===== src/rtl/lc4_issue_queue.sv =====
// Four-slot in-order issue/retire queue: dispatch at tail, oldest-ready issue,
// out-of-order completion, in-order retirement from head.
module lc4_issue_queue (
    input  logic        clk,
    input  logic        rst,
    input  logic        dispatch,
    input  logic [15:0] dispatch_insn,
    input  logic        exec_ready,
    input  logic        complete,
    input  logic [1:0]  complete_tag,
    output logic [15:0] iq0_insn,
    output logic [15:0] iq1_insn,
    output logic [15:0] iq2_insn,
    output logic [15:0] iq3_insn,
    output logic [3:0]  iq_valid,
    output logic [3:0]  iq_issue,
    output logic [3:0]  iq_commit,
    output logic        rob_full,
    output logic        issue_valid,
    output logic [15:0] issue_insn,
    output logic [1:0]  issue_tag,
    output logic        retire_valid,
    output logic [1:0]  retire_tag,
    output logic [2:0]  count
);

    localparam int unsigned NUM_SLOTS = 4;
    localparam int unsigned INSN_W    = 16;
    localparam int unsigned TAG_W     = 2;
    localparam int unsigned CNT_W     = 3;

    logic [INSN_W-1:0]    insn_q [NUM_SLOTS];
    logic [NUM_SLOTS-1:0] valid_q;
    logic [NUM_SLOTS-1:0] issue_q;
    logic [NUM_SLOTS-1:0] commit_q;
    logic [TAG_W-1:0]     head_q;
    logic [TAG_W-1:0]     tail_q;
    logic [CNT_W-1:0]     count_q;

    logic             cand_found;
    logic [TAG_W-1:0] cand_idx;
    logic             dispatch_ok;
    logic             issue_fire;
    logic             complete_ok;
    logic             retire_fire;

    // Oldest valid, not-yet-issued slot, scanning forward from head.
    always_comb begin
        logic [TAG_W-1:0] idx;
        cand_found = 1'b0;
        cand_idx   = '0;
        idx        = '0;
        for (int i = 0; i < NUM_SLOTS; i++) begin
            idx = head_q + TAG_W'(i);
            if (!cand_found && valid_q[idx] && !issue_q[idx]) begin
                cand_found = 1'b1;
                cand_idx   = idx;
            end
        end
    end

    // Full is judged on registered count only, so a same-cycle retire never frees a slot for dispatch.
    assign rob_full     = (count_q == CNT_W'(NUM_SLOTS));
    assign dispatch_ok  = !rst && dispatch && !rob_full;
    assign issue_fire   = !rst && exec_ready && cand_found;
    assign complete_ok  = !rst && complete && valid_q[complete_tag] && issue_q[complete_tag];
    assign retire_fire  = !rst && valid_q[head_q] && commit_q[head_q];

    assign issue_valid  = issue_fire;
    assign issue_insn   = cand_found ? insn_q[cand_idx] : '0;
    assign issue_tag    = cand_found ? cand_idx : '0;
    assign retire_valid = retire_fire;
    assign retire_tag   = head_q;

    assign iq0_insn  = insn_q[0];
    assign iq1_insn  = insn_q[1];
    assign iq2_insn  = insn_q[2];
    assign iq3_insn  = insn_q[3];
    assign iq_valid  = valid_q;
    assign iq_issue  = issue_q;
    assign iq_commit = commit_q;
    assign count     = count_q;

    always_ff @(posedge clk) begin
        if (rst) begin
            for (int i = 0; i < NUM_SLOTS; i++) begin
                insn_q[i] <= '0;
            end
            valid_q  <= '0;
            issue_q  <= '0;
            commit_q <= '0;
            head_q   <= '0;
            tail_q   <= '0;
            count_q  <= '0;
        end else begin
            if (issue_fire) begin
                issue_q[cand_idx] <= 1'b1;
            end
            if (complete_ok) begin
                commit_q[complete_tag] <= 1'b1;
            end
            if (dispatch_ok) begin
                insn_q[tail_q]   <= dispatch_insn;
                valid_q[tail_q]  <= 1'b1;
                issue_q[tail_q]  <= 1'b0;
                commit_q[tail_q] <= 1'b0;
                tail_q           <= tail_q + TAG_W'(1);
            end
            // Retiring head slot never coincides with the other slot updates above.
            if (retire_fire) begin
                valid_q[head_q]  <= 1'b0;
                issue_q[head_q]  <= 1'b0;
                commit_q[head_q] <= 1'b0;
                head_q           <= head_q + TAG_W'(1);
            end
            count_q <= count_q + CNT_W'(dispatch_ok) - CNT_W'(retire_fire);
        end
    end

endmodule

===== config.mk =====
export PLATFORM = sky130hd
export DESIGN_NAME = lc4_issue_queue
export DESIGN_NICKNAME = d
export VERILOG_FILES = /design/src/rtl/lc4_issue_queue.sv
export SDC_FILE = /design/constraint.sdc
export NUM_CORES = 1
export LEC_CHECK = 0
export ABC_AREA = 1
export CAP_MARGIN = 10
export CORE_MARGIN = 8
export CORE_UTILIZATION = 48
export DETAILED_ROUTE_END_ITERATION = 8
export PLACE_DENSITY = 0.81
export RECOVER_POWER = 100
export SYNTH_ARGS = -nofsm -noshare
export SYNTH_HDL_FRONTEND = slang
export SYNTH_SLANG_ARGS = --single-unit

===== constraint.sdc =====
create_clock -name clk -period 2.8 [get_ports clk]
set_clock_uncertainty 0.05 [all_clocks]
set_input_delay 0.28 -clock clk [delete_from_list [all_inputs] [get_ports clk]]
set_output_delay 0.28 -clock clk [all_outputs]
set_load 0.1 [all_outputs]

==> summary.md <==
| Metric | Value |
|---|---|
| Final GP Congestion | `around 0.88` |
| Syn_nets | `between 500 and 600` |
| Routed wire length | `about 16000 um` |
| Worst-path fanout max | `8` |
| Final hold vios | `0` |
| Max VDD drop | `421 uV` |
| PwrDens | `around 610 nW/um^2` |
| Worst-case reg-to-reg path depth | `13` |
| Share of layout cells above drive strength 1 | `between 20% and 30%` |
| Final ANT Viol Nets | `0` |
| Starting DRT DRC Count | `340` |
| Via count | `4376` |
| Fin util | `about 73%` |
| Reg2reg start | `count[1]$_SDFF_PP0_` |
| Non-Filler Instances | `slightly below 800` |
| Critical path required time | `around 2.5 ns` |
| DIE WIDTH | `110 um` |
| CP startpoint | `retire_tag[0]$_SDFFE_PP0P_` |
| Worst slew margin | `17.0%` |
| Average size of a mapped cell | `8.54 um^2` |
| DR DRC count | `0` |
| First-pass GRT wire length | `around 20000 um` |
| Setup WS pre-CTS | `0.138 ns` |
| DRT Pass-1 Iters | `5` |
| Period utilization | `103%` |
| Netlist cell types | `35` |
| Peak Freq | `346 MHz` |
| P_leak | `0.00260 uW` |
| Setup crit end | `issue_insn[3]` |
| CP arrival | `~2.6 ns` |
| Setup violators final | `15` |
| Highest-delay cell along the critical path | `dfxtp_4` |
| P&R area growth vs syn | `50.0%` |
| Failing checks | `negative setup slack` |
| Register area share after synthesis | `~54%` |
| Clk buf depth | `2` |
| Largest net degree at the start of global routing | `36` |
| Most frequent cells in the layout | `nand2_1 (113), clkbuf_1 (85), nor2_1 (78), edfxtp_1 (64), nand3_1 (51)` |
| CP Capture Type | `output pin` |
| Vias per std cell | `approximately 5.7` |
| Fin worst setup slack | `-0.0894 ns` |
| Unrepaired setup endpoints after global routing | `true` |
| Tmin final | `between 2 and 3 ns` |
| Row count | `34` |
| Wire per inst | `~20 um` |
| Clk pin slew, worst setup/hold paths | `0.08 ns` |
| Startpoint Class | `flip-flop` |
| Worst-skew pair later-pin latency | `approximately 0.35 ns` |
| Dpl cells | `724` |
| Die area | `approximately 12000 um^2` |
| IO Count | `between 100 and 150` |
| Clock root buffer | `clkbuf_8` |
| CTS buffer count | `9` |
| Status | `complete, but fails checks` |
| CTS tree | `done` |
| Commonest non-fill, non-tap cell in the layout | `nand2_1` |
| Reg-to-reg endpoint | `count[2]$_SDFF_PP0_` |
| Ant diodes | `0` |
| Setup CP Type | `reg2out` |
| Die height | `110 um` |
| Initial Utilization | `between 40% and 50%` |
| Layout net count | `692` |
| H-tree levels | `3` |
| Hold Crit Class | `reg2reg` |
| Vias in the first global route | `4012` |
| # fillers | `between 600 and 700` |
| Least-Margin Pin Slew | `approximately 1.2 ns` |
| Core ar. | `~8600 um^2` |
| IO buf count | `between 100 and 150` |
| Area leader, netlist | `edfxtp_1` |
| Top cells by area, synth | `edfxtp_1 (45%), nand2_1 (13%), dfxtp_1 (9.0%), nor2_1 (7.0%), nand3_1 (6.7%)` |
| CP Cell Sequence | `buf_8, nand3_1, nand2_1, nand2_2, nand2_8, a21oi_4, nand2_8, buf_6, buf_12, nand2_8, nand2_1, nand2_1, nand2_2, a21oi_4, buf_12` |
| Fin. max-slew vios | `0` |
| Critical Path Max Stage Delay | `~0.38 ns` |
| GRT Util Overall | `between 20% and 30%` |
| Antenna violations before repair | `0` |
| Max-cap violation count | `0` |
| Flop-to-flop setup slack | `about 0.44 ns` |
| Synthesis warning total | `0` |
| HPWL after detailed placement | `a little under 10000 um` |
| Synthesized area | `roughly 4200 um^2` |
| Num Clock Sinks | `83` |
| Gr ovfl total | `0` |
| Top cell type's share of synthesized area | `roughly 45%` |
| Yosys reg bits | `83` |
| Post-Syn Instances | `slightly below 500` |
## registers in the layout, indices dropped and copies added, names as in the netlist
| name | count |
|---|---|
| insn_q | 64 |
| iq_commit | 4 |
| iq_valid | 4 |
| iq_issue | 4 |
| retire_tag | 2 |
| count | 3 |
| tail_q | 2 |
## where the power goes
part | internal, uW | switching [uW]
Combinational | 333 | 1130
Sequential | 1400 | 56.0
Clock | 499 | 438
Total | 2240 | 1620
## logic make-up (layout without fill, tap and decap cells)
group,count (synthesis),in the layout,share of synthesized area [%]
simple gates,289,292,28.5
flops,83,83,54.5
buf+inv,64,229,6.81
compound gates,47,47,6.57
fa+ha+maj,11,11,3.43
xor+xnor,1,1,0.207
## how the worst min path moves through the flow
stage | startpoint | depth (start not counted) | to
6_report | iq_commit[2]$_SDFF_PP0_ | 2 | iq_commit[2]$_SDFF_PP0_
5_1_grt | iq_commit[2]$_SDFF_PP0_ | 2 | iq_commit[2]$_SDFF_PP0_
4_1_cts | iq_commit[2]$_SDFF_PP0_ | 2 | iq_commit[2]$_SDFF_PP0_
3_5_place_dp | iq_commit[0]$_SDFF_PP0_ | 2 | iq_commit[0]$_SDFF_PP0_
3_3_place_gp | iq_commit[0]$_SDFF_PP0_ | 2 | iq_commit[0]$_SDFF_PP0_
2_1_floorplan | rst | 1 | count[0]$_SDFF_PP0_
## through the flow
| step | setup TNS (ns) | power [uW] | hold WS [ns] | instance area, um^2 |
|---|---|---|---|---|
| floorplan | -0.0337 | 2520 | 0.294 | 4510 |
| CTS | 0 | 3820 | 0.458 | 6170 |
| finish | -0.783 | 3860 | 0.450 | 6340 |
| detailed placement | 0 | 2910 | 0.435 | 5880 |
| global placement | 0 | 2890 | 0.423 | 5880 |
| global route | -2.27 | 3960 | 0.474 | 6340 |
## what timing repair did
action	4_1_cts	5_1_grt
buffers inserted	4	19
pin swaps	2	11
setup endpoints to repair	16	16
resized for setup	10	47
hold buffers	0	0
cloned	0	8
## layer usage
metal / global-route usage (%) / wire, um
met1: 26.2 / 5500
met5: 0 / 0
met2: 39.9 / 8050
met4: 8.58 / 671
met3: 2.81 / 1410
## cell type report
| type | instances | area (um^2) | area share [%] |
|---|---|---|---|
| sequential | 83 | 2330 | 36.7 |
| timing repair buffer | 168 | 1400 | 22.1 |
| timing repair inverter | 1 | 5.00 | 0.0789 |
| tap | 108 | 135 | 2.13 |
| clock inverter | 7 | 92.6 | 1.46 |
| multi-input combinational | 351 | 2070 | 32.7 |
| clock buffer | 9 | 124 | 1.95 |
| inverter | 44 | 185 | 2.92 |
## worst max-delay path, delay by kind of cell (launching register included)
| family | cells | cell delay (ns) |
|---|---|---|
| AO/OA/AOI/OAI | 2 | 0.40 |
| AND/OR/NAND/NOR | 9 | 0.81 |
| flip-flops | 1 | 0.38 |
| buffers and inverters | 4 | 0.59 |
## cell usage after synthesis
| cell | number |
|---|---|
| clkinv_1 | 1 |
| clkbuf_1 | 5 |
| nor3_1 | 1 |
| o31ai_1 | 1 |
| buf_1 | 1 |
| o21ai_0 | 2 |
| o21ai_1 | 2 |
| a21oi_2 | 1 |
| a21oi_1 | 30 |
| ha_1 | 10 |
| buf_6 | 3 |
| o22ai_1 | 1 |
| o21a_1 | 2 |
| o21ai_4 | 1 |
| nor2_1 | 79 |
| nor2_4 | 2 |
| nor2_2 | 1 |
| edfxtp_1 | 64 |
| nand2_4 | 2 |
| nand2_2 | 3 |
| clkinv_2 | 1 |
| a22oi_1 | 5 |
| a211oi_1 | 1 |
| inv_2 | 6 |
| nand2_1 | 142 |
| buf_4 | 4 |
| dfxtp_1 | 19 |
| buf_2 | 7 |
| fa_1 | 1 |
| nand4_1 | 1 |
| nand3_2 | 1 |
| xnor2_1 | 1 |
| a221oi_1 | 1 |
| inv_1 | 36 |
| nand3_1 | 57 |
Power figures use the tool's default switching activity.
